[src/rtl/pe_feeder.sv]
// pe_feeder: sequences one job of sample groups into a PE chain.
//   clk, reset (sync, active-low)
//   cmd_valid/cmd_ready, cmd_channel_packed, cmd_num_groups : job request
//   in_valid/in_ready, in_img, in_weight3..1                 : sample stream
//   pe_start, pe_reset, pe_img, pe_weight3..1, pe_channel_packed : PE chain bus
//   busy, done (pulse), underrun (sticky until next accept)
module pe_feeder (
  input  logic        clk,
  input  logic        reset,
  input  logic        cmd_valid,
  output logic        cmd_ready,
  input  logic [2:0]  cmd_channel_packed,
  input  logic [15:0] cmd_num_groups,
  input  logic        in_valid,
  output logic        in_ready,
  input  logic [7:0]  in_img,
  input  logic [7:0]  in_weight3,
  input  logic [7:0]  in_weight2,
  input  logic [7:0]  in_weight1,
  output logic        pe_start,
  output logic        pe_reset,
  output logic [7:0]  pe_img,
  output logic [7:0]  pe_weight3,
  output logic [7:0]  pe_weight2,
  output logic [7:0]  pe_weight1,
  output logic [2:0]  pe_channel_packed,
  output logic        busy,
  output logic        done,
  output logic        underrun
);
  typedef enum logic [2:0] {IDLE, CLR, WAIT, STREAM, DRAIN, DONE} state_t;
  state_t state_q, state_d;
  logic [2:0] chan_q, chan_d;
  logic [15:0] ngrp_q, ngrp_d, grp_q, grp_d;
  logic [9:0] cnt_q, cnt_d, size;
  logic [1:0] sub_q, sub_d;
  logic und_q, und_d, abort, xfer;
  logic pe_start_q, pe_reset_q;
  logic [31:0] pe_data_q, pe_data_d;
  assign cmd_ready = state_q == IDLE;
  assign busy = state_q != IDLE;
  assign in_ready = state_q == WAIT || state_q == STREAM;
  assign done = state_q == DONE;
  assign underrun = und_q;
  assign pe_channel_packed = chan_q;
  assign pe_start = pe_start_q;
  assign pe_reset = pe_reset_q;
  assign {pe_img, pe_weight3, pe_weight2, pe_weight1} = pe_data_q;
  assign xfer = in_valid && in_ready;
  assign size = chan_q == 3'd0 ? 10'd3 : 10'd1 << ({1'b0, chan_q} + 4'd2);
  // sub_q counts cycles spent in the current state (CLR and DRAIN lengths)
  assign sub_d = state_d == state_q ? sub_q + 2'd1 : 2'd0;
  assign pe_data_d = xfer ? {in_img, in_weight3, in_weight2, in_weight1} : 32'd0;
  always_comb begin
    state_d = state_q;
    chan_d = chan_q;
    ngrp_d = ngrp_q;
    grp_d = grp_q;
    cnt_d = cnt_q;
    und_d = und_q;
    abort = 1'b0;
    case (state_q)
      IDLE: if (cmd_valid) begin
        state_d = CLR;
        chan_d = cmd_channel_packed;
        ngrp_d = cmd_num_groups;
        grp_d = 16'd0;
        cnt_d = 10'd0;
        und_d = 1'b0;
      end
      CLR: if (sub_q == 2'd1) state_d = ngrp_q == 16'd0 ? DONE : WAIT;
      WAIT: if (in_valid) begin
        cnt_d = 10'd1;
        state_d = STREAM;
      end
      STREAM: if (!in_valid) begin
        // the PE chain cannot stall, so a gap inside a group kills the job
        state_d = IDLE;
        und_d = 1'b1;
        abort = 1'b1;
      end else if (cnt_q + 10'd1 == size) begin
        cnt_d = 10'd0;
        grp_d = grp_q + 16'd1;
        state_d = grp_q + 16'd1 == ngrp_q ? DRAIN : WAIT;
      end else cnt_d = cnt_q + 10'd1;
      DRAIN: if (sub_q == 2'd3) state_d = DONE;
      DONE: state_d = IDLE;
      default: state_d = IDLE;
    endcase
  end
  always_ff @(posedge clk) begin
    if (!reset) begin
      state_q <= IDLE;
      chan_q <= 3'd0;
      ngrp_q <= 16'd0;
      grp_q <= 16'd0;
      cnt_q <= 10'd0;
      sub_q <= 2'd0;
      und_q <= 1'b0;
      pe_start_q <= 1'b0;
      pe_reset_q <= 1'b0;
      pe_data_q <= 32'd0;
    end else begin
      state_q <= state_d;
      chan_q <= chan_d;
      ngrp_q <= ngrp_d;
      grp_q <= grp_d;
      cnt_q <= cnt_d;
      sub_q <= sub_d;
      und_q <= und_d;
      pe_start_q <= xfer && state_q == WAIT;
      // registered from state_d so it is high exactly while state_q is CLR
      pe_reset_q <= state_d == CLR || abort;
      pe_data_q <= pe_data_d;
    end
  end
endmodule

[config.mk]
export PLATFORM = sky130hd
export DESIGN_NAME = pe_feeder
export DESIGN_NICKNAME = d
export VERILOG_FILES = /design/src/rtl/pe_feeder.sv
export SDC_FILE = /design/constraint.sdc
export NUM_CORES = 1
export LEC_CHECK = 0
export ABC_AREA = 0
export CAP_MARGIN = 5
export CORE_UTILIZATION = 30
export CTS_BUF_LIST = sky130_fd_sc_hd__clkbuf_4 sky130_fd_sc_hd__clkbuf_8
export CTS_CLUSTER_DIAMETER = 80
export DETAILED_ROUTE_END_ITERATION = 16
export HOLD_SLACK_MARGIN = 0.02
export PLACE_DENSITY = 0.59
export SYNTH_ARGS = -nofsm -noshare
export SYNTH_HDL_FRONTEND = slang
export SYNTH_SLANG_ARGS = --single-unit
[constraint.sdc]
create_clock -name clk -period 8.5 [get_ports clk]
set_clock_uncertainty 0.15 [all_clocks]
set_input_delay 2.125 -clock clk [delete_from_list [all_inputs] [get_ports clk]]
set_output_delay 2.125 -clock clk [all_outputs]
set_load 0.02 [all_outputs]
; ---- After elaboration in Yosys (flattened, before gate mapping)
; Cells that the tools add are included.
[op_classes]
eq_ne = 16
shift = 1
muxes = 24
n_reduce_logical = 16
add_sub_neg = 4
[ops]
columns = operator, count
row1 = 10-bit two-way mux, 5
row2 = 16-bit two-way mux, 3
row3 = 16-bit case mux with 2 select lines, 1
row4 = 10-bit case mux with 3 select lines, 1
row5 = 3-bit two-way mux, 8
row6 = 16-bit by 1-bit adder with 16-bit output (second input constant), 1
row7 = 16-bit == test, 1
row8 = 16-bit zero test, 1
row9 = 3-bit case mux with 5 select lines, 1
row10 = 10-bit by 1-bit adder with 10-bit output (second input constant), 1
row11 = 10-bit == test, 1
row12 = 1-bit by 4-bit << shifter with 10-bit output (first input constant), 1
row13 = 2-bit inequality test (second input constant), 4
row14 = 4-bit AND reduction, 2
row15 = 3-bit by 1-bit == test with 1-bit output (second input constant), 2
row16 = 3-bit by 2-bit == test with 1-bit output (second input constant), 2
row17 = 3-bit == test (second input constant), 2
row18 = 3-bit zero test, 2
row19 = 2-bit AND reduction, 3
row20 = 3-bit nonzero test, 2
row21 = 3-bit by 2-bit adder with 4-bit output (second input constant), 1
row22 = 1-bit two-way mux, 4
row23 = 3-bit == test, 1
row24 = 3-bit AND reduction, 1
row25 = 8 further kinds, 10
[word_totals]
word_cells = 71
register_bits = 85
in_bits = 55
output_inout_bits = 42

; ---- Logic depth before layout (Yosys ltp)
; Gate-level depths: netlist of the first run.
[depth]
depth_word = 9
depth_mapped = 11
mapped_depth_nobuf = 9

; ---- Worst setup path before layout of the first run
; OpenSTA, ideal clock, no wires.
[synth_timing]
path_kind = register to output
from = register state_q[1]
to = output busy
n_path_buf = 1
stages_incl_launch_ff = 4
arrival_ps = 1362
setup_slack_ps = 4863
path_cell_list = dfxtp_1 > clkbuf_1 > nor3_1 > inv_1
[synth_via]
elab_chain_cells = 1
[synth_rtl]
columns = item, line_no
row1 = from (decl), 32  ; state_t state_q, state_d;
row2 = from (signal assigned), 104  ; state_q <= state_d;
row3 = 3-bit nonzero test, 41  ; assign busy = state_q != IDLE;
row4 = to (decl), 27  ; output logic busy,
; Every way passes these cells.

==> results of run 1 <==
-- logic make-up after synthesis --
| family | Yosys count | share of synthesized area |
|---|---|---|
| AND/OR/NAND/NOR | 252 | 0.3147 |
| AO/OA/AOI/OAI | 98 | 0.1566 |
| flip-flops | 85 | 0.4011 |
| buffers and inverters | 39 | 0.03686 |
| XOR/XNOR | 31 | 0.06399 |
| multiplexers | 5 | 0.01209 |
| adder cells (fa/ha/maj) | 5 | 0.01474 |
-- how the worst min path moves through the flow --
stage | startpoint | to | depth (start not counted)
after floorplan | sub_q[0] | sub_q[0] | 1
after global placement | sub_q[0] | sub_q[0] | 1
after detailed placement | sub_q[0] | sub_q[0] | 1
after CTS | sub_q[0] | sub_q[0] | 1
after global routing | sub_q[0] | sub_q[0] | 1
final | sub_q[0] | sub_q[0] | 1
-- layer usage --
metal	vias up	GRT usage
met5	-	0
met2	108	0.2275
met1	1789	0.2083
li1	1955	-
met4	0	0.06713
met3	13	0.03430
-- registers in the layout (all words and copies together), names as in the netlist, 2 cells and up --
name               count
pe_data_q             32
grp_q                 16
ngrp_q                16
cnt_q                 10
pe_channel_packed      3
state_q                3
sub_q                  2
-- final cells by class --
cell class              count  area, um^2
clock buffers               9       123.9
clock inverters             7       80.08
fillers                  1382        8298
inverters                  10       37.54
multi-input cells         391        2385
flip-flops and latches     85        1702
well taps                 180       225.2
repair buffers             98       975.9
-- power by group through the flow --
stage          Combinational [mW]  Sequential [mW]  Clock (mW)
6_report                    0.133            0.427       0.299
3_5_place_dp                0.133            0.436           0
2_1_floorplan              0.0796            0.432           0
5_1_grt                     0.147            0.430       0.323
3_3_place_gp                0.132            0.436           0
4_1_cts                     0.133            0.427       0.307
-- stage by stage --
stage               utilization  hold WS, ns  instances  setup WS (ns)
floorplan                     -       0.2715        515          4.863
CTS                      0.3999       0.3172        780          3.885
global placement         0.3851       0.2835        764          3.559
detailed placement       0.3851       0.2944        764          3.480
finish                   0.3999       0.3051        780          3.858
global route             0.3999       0.3503        780          3.674
-- placed cells by master (no fill, tap or decap), types with 5 or more instances in the layout --
master / netlist / final
nor4_1: 7 / 7
a31oi_1: 5 / 5
nor2b_1: 7 / 7
and3_1: 12 / 12
nand2b_1: 7 / 7
inv_1: 10 / 10
a21oi_1: 23 / 23
clkbuf_8: 0 / 9
or3_1: 6 / 6
a21o_1: 10 / 10
nand2_1: 77 / 77
dfxtp_1: 85 / 85
a21boi_0: 17 / 17
nand3_1: 23 / 23
and2_1: 41 / 41
xor2_1: 12 / 12
nand4_1: 14 / 14
nor3_1: 6 / 6
ha_1: 5 / 5
clkdlybuf4s50_1: 0 / 96
nor2_1: 25 / 25
o21ai_0: 11 / 11
xnor2_1: 19 / 19
-- critical path: stages --
cell and delay [ns]:
clkdlybuf4s50_1 0.45, buf_4 0.31, inv_1 0.16, nor2_1 0.57, nand4_1 0.55, or3_1 0.51, o211ai_1 0.09
==> metrics.yaml, run 1 <==
grt:
  antenna_found_initial: 0
  grt_pass1_vias: 3649
  grtUsageTotal: 0.1523
  grt_overflow: 0
  grt_pass1_wl_mm: 17.84
  grt_max_degree: 35
cells_and_area:
  layout-drive-gt1-share: 0.04500
  areaGrowthSynthToFinish_pct: 30.32
  antennaDiodeCount: 0
  fin_area_um2: 5529
  num-nets-final: 655
clock_network:
  cts_buffers: 9
  clkLatencyLatePin_ns: 0.36
  cts_tree: "yes"
  cts_sinks: 85
  htreeDepth: 3
  cts-root-buf: "clkbuf_8"
  clock_path_buffers: 2
  cts.repair.resized: 0
  path_clk_slew_ns: 0.09
  post-cts-setup-buffers: 0
  cts_hold_buf: 0
synthesis:
  ys_seq_area_frac: 0.4011
  synth.area.top_cells: "dfxtp_1 40%, nand2_1 6.8%, and2_1 6.0%, xnor2_1 3.9%, a21boi_0 3.0%"
  async_flop_share: 0
  yosys_warnings: 0
  syn_nets: 575
  synthTopCellsByCount: "85 x dfxtp_1, 77 x nand2_1, 41 x and2_1"
  synth.top_cell.area_share: 0.4011
  synth.distinct_cells: 60
  syn_inst: 515
  synth_area_per_cell_um2: 8.238
  synth-edff-count: 0
  post-synth-top-count-cell: "dfxtp_1"
  synth_largest_area_cell: "dfxtp_1"
  netlist_area_um2: 4243
  ys_ff_latch: 85
  synth_top_flop_cell: "dfxtp_1"
worst_setup_path:
  r2r_slack_ns: 4.87
  worst-path-max-fanout: 34
  reg2reg_depth: 9
  critical_path_class: "input pin to flip-flop"
  start_kind: "input pin"
  worstPathArrival_ns: 4.78
  startpoint: "reset"
  worstReg2RegStart: "pe_channel_packed[1]"
  worst_ep_required_time_ns: 8.63
  worstSetupEndpointType: "flip-flop"
  setup.worst_path.end: "grp_q[15]"
  reg2reg_to: "grp_q[8]"
detailed_routing:
  routed_wl_mm: 10.87
  drt_iter0_markers: 208
  via_per_inst: 4.955
  dr_wl_met3_um: 687
  routedWlPerCell_um: 13.93
  highest_layer: "met4"
  vias: 3865
  drt_first_pass_iters: 4
  wl_met1_mm: 5.280
  drc: 0
  wl_met2_mm: 4.721
  postRouteAntennaNets: 0
power:
  p_comb_frac: 0.154
  p_sw_mw: 0.2427
  total_power_mw: 0.8586
  p_leak_nw: 2.058
  swShare: 0.2827
  power_frac_seq: 0.498
  p_clk_frac: 0.348
  p_per_area_nw_per_um2: 155.3
  vdd_ir_drop_max_uv: 84.45
  p_int_mw: 0.6159
job:
  drv_cap: 0
timing:
  min_period_over_period: 0.5461
  rsz0062_at_grt: "false"
  drv_slew: 0
  fmaxAchievable_mhz: 215.4
  layout_min_cycle_time_ns: 4.642
  finalHoldViolCount: 0
  setup_viol: 0
  max_slew.worst_pin.slew_ns: 0.8166
  relSlewSlack: 0.4556
  tns_ns: 0
die:
  die_width_um: 120.9
  die_area_um2: 14620
  num_rows: 43
  die_h_um: 120.9
  start_util: 0.3069
  placeableCoreArea_um2: 13830
  ios: 97
placed_design:
  place.gp.congestion: 0.8784
  placed_area_um2: 5325
  hpwl_mm: 8.004
  port_buffers: 96
outcome:
  status: "completed"
min_path:
  hp-class: "flip-flop to flip-flop"
Note: power is estimated with default switching activity, not from simulation.
==> run 2, diff against run 1 <==
PLACE_DENSITY = 0.61   (was 0.59)
clock period = 4.07 ns   (was 8.5 ns; I/O delays follow)
==> run 2 against run 1 <==
Critical path type is now flip-flop to flip-flop; final cell count is 0.26% higher; global-route usage is 0.076 points lower; critical endpoint unchanged; flip-flop and latch count stayed put; hold slack worse by 0.00090 ns; largest cell class unchanged; non-clock buffer count is 2 higher; via count is 0.13% higher; clock power is 110% higher; highest routed layer unchanged; count of clock-buffer cells in the layout is 1 higher.
==> metrics.yaml, run 2 (synthesis results as in run 1) <==
outcome:
  status: "completed"
timing:
  min_period_over_period: 0.8190
  relSlewSlack: 0.4797
  setup_viol: 0
  tns_ns: 0
  rsz0062_at_grt: "false"
  drv_slew: 0
  max_slew.worst_pin.slew_ns: 0.7805
  layout_min_cycle_time_ns: 3.333
  finalHoldViolCount: 0
  fmaxAchievable_mhz: 300.0
worst_setup_path:
  worstPathArrival_ns: 3.47
  worstSetupEndpointType: "flip-flop"
  cp_slowest_stage_delay_ns: 0.61
  start_kind: "flip-flop"
  crit_family: "simple AND/OR/NAND/NOR gates"
  slowest_stage: "dfxtp_1"
  critical_path_class: "flip-flop to flip-flop"
  worst_ep_required_time_ns: 4.21
  worst-path-max-fanout: 16
  cp_num_buf_inv: 0
  crit_path_cell_trace: "ha_1, and4bb_1, xnor2_1, xor2_1, o31a_1, nor3_2, nand4_1, or3_1, o211ai_1"
clock_network:
  cts_sinks: 85
  path_clk_slew_ns: 0.09
  htreeDepth: 3
  cts-root-buf: "clkbuf_8"
  clock_path_buffers: 2
  cts_tree: "yes"
  post-cts-setup-buffers: 0
  clkLatencyLatePin_ns: 0.37
  cts_hold_buf: 0
  cts.repair.resized: 0
  cts_buffers: 9
cells_and_area:
  num-nets-final: 657
  post-route-util: 0.4012
  top_register: "pe_data_q"
  nFillCells: 1338
  largest_register_ffs: 32
  biggestRegsByFlops: "pe_data_q x32, grp_q x16, ngrp_q x16"
  antennaDiodeCount: 0
  layout.cells.most_common_list: "96 x clkdlybuf4s50_1, 85 x dfxtp_1, 77 x nand2_1"
  final_common_cell: "clkdlybuf4s50_1"
  areaGrowthSynthToFinish_pct: 30.76
  layout-drive-gt1-share: 0.04817
grt:
  grt_pass1_vias: 3713
  grt_max_degree: 34
  grt_pass1_wl_mm: 17.71
  antenna_found_initial: 0
  grt_overflow: 0
  grtUsageTotal: 0.1515
die:
  die_h_um: 120.9
  placeableCoreArea_um2: 13830
  start_util: 0.3069
  ios: 97
  die_width_um: 120.9
  die_area_um2: 14620
  num_rows: 43
job:
  drv_cap: 0
min_path:
  hp-class: "flip-flop to flip-flop"
power:
  p_int_mw: 1.299
  power_frac_seq: 0.495
  vdd_ir_drop_max_uv: 156.4
  swShare: 0.2789
  p_leak_nw: 2.066
  p_sw_mw: 0.5022
  p_per_area_nw_per_um2: 324.6
  p_clk_frac: 0.352
  p_comb_frac: 0.154
detailed_routing:
  via_per_inst: 4.949
  vias: 3870
  postRouteAntennaNets: 0
  drt_iter0_markers: 154
  routed_wl_mm: 10.79
  routedWlPerCell_um: 13.79
  drc: 0
  drt_first_pass_iters: 4
placed_design:
  place.gp.congestion: 0.8995
  hpwl_mm: 8.050
  port_buffers: 96
-- run 2: final timing paths --
check | from | to | slack, ns | cells past startpoint
max | pe_channel_packed[1] | grp_q[15] | 0.74 | 9
min | sub_q[0] | sub_q[0] | 0.30 | 1
max reg2reg | pe_channel_packed[1] | grp_q[15] | 0.74 | 9
min reg2reg | sub_q[0] | sub_q[0] | 0.30 | 1
-- run 2: cell type report --
type / count / area (um^2) / area share
Clock inverter: 6 / 70.07 / 0.01263
Inverter: 10 / 37.54 / 0.006766
Timing Repair Buffer: 100 / 991.0 / 0.1786
Multi-Input combinational cell: 391 / 2385 / 0.4299
Tap cell: 180 / 225.2 / 0.04060
Clock buffer: 10 / 137.6 / 0.02481
Sequential cell: 85 / 1702 / 0.3067
-- run 2: routing by layer --
layer / GRT usage / wire length [um] / vias to the layer above / part of all wire
li1: - / - / 1955 / -
met1: 0.2090 / 5283 / 1807 / 0.49
met2: 0.2275 / 4681 / 97 / 0.43
met3: 0.03524 / 658 / 11 / 0.061
met4: 0.05787 / 162 / 0 / 0.015
met5: 0 / 0 / - / 0
-- run 2: stage by stage --
step	power (mW)	instances	worst slack [ns]	hold WS [ns]	area (um^2)
4_1_cts	1.816	782	0.7261	0.3118	5548
3_5_place_dp	1.187	766	0.7536	0.2904	5340
2_1_floorplan	1.069	515	1.171	0.2715	4243
3_3_place_gp	1.182	766	0.8064	0.2842	5340
6_report	1.801	782	0.7369	0.3042	5548
5_1_grt	1.879	782	0.4604	0.3233	5548
-- run 2: power groups by stage --
| stage | clock network, mW | logic [mW] | registers (mW) |
|---|---|---|---|
| after floorplan | 0 | 0.166 | 0.903 |
| after global placement | 0 | 0.273 | 0.909 |
| after detailed placement | 0 | 0.277 | 0.911 |
| after CTS | 0.647 | 0.278 | 0.891 |
| after global routing | 0.676 | 0.307 | 0.896 |
| final | 0.633 | 0.276 | 0.891 |
-- run 2: worst reg2reg max path: stages, from the launching register on --
cell	delay, ns
dfxtp_1	0.61
ha_1	0.37
and4bb_1	0.27
xnor2_1	0.21
xor2_1	0.10
o31a_1	0.33
nor3_2	0.21
nand4_1	0.42
or3_1	0.50
o211ai_1	0.09
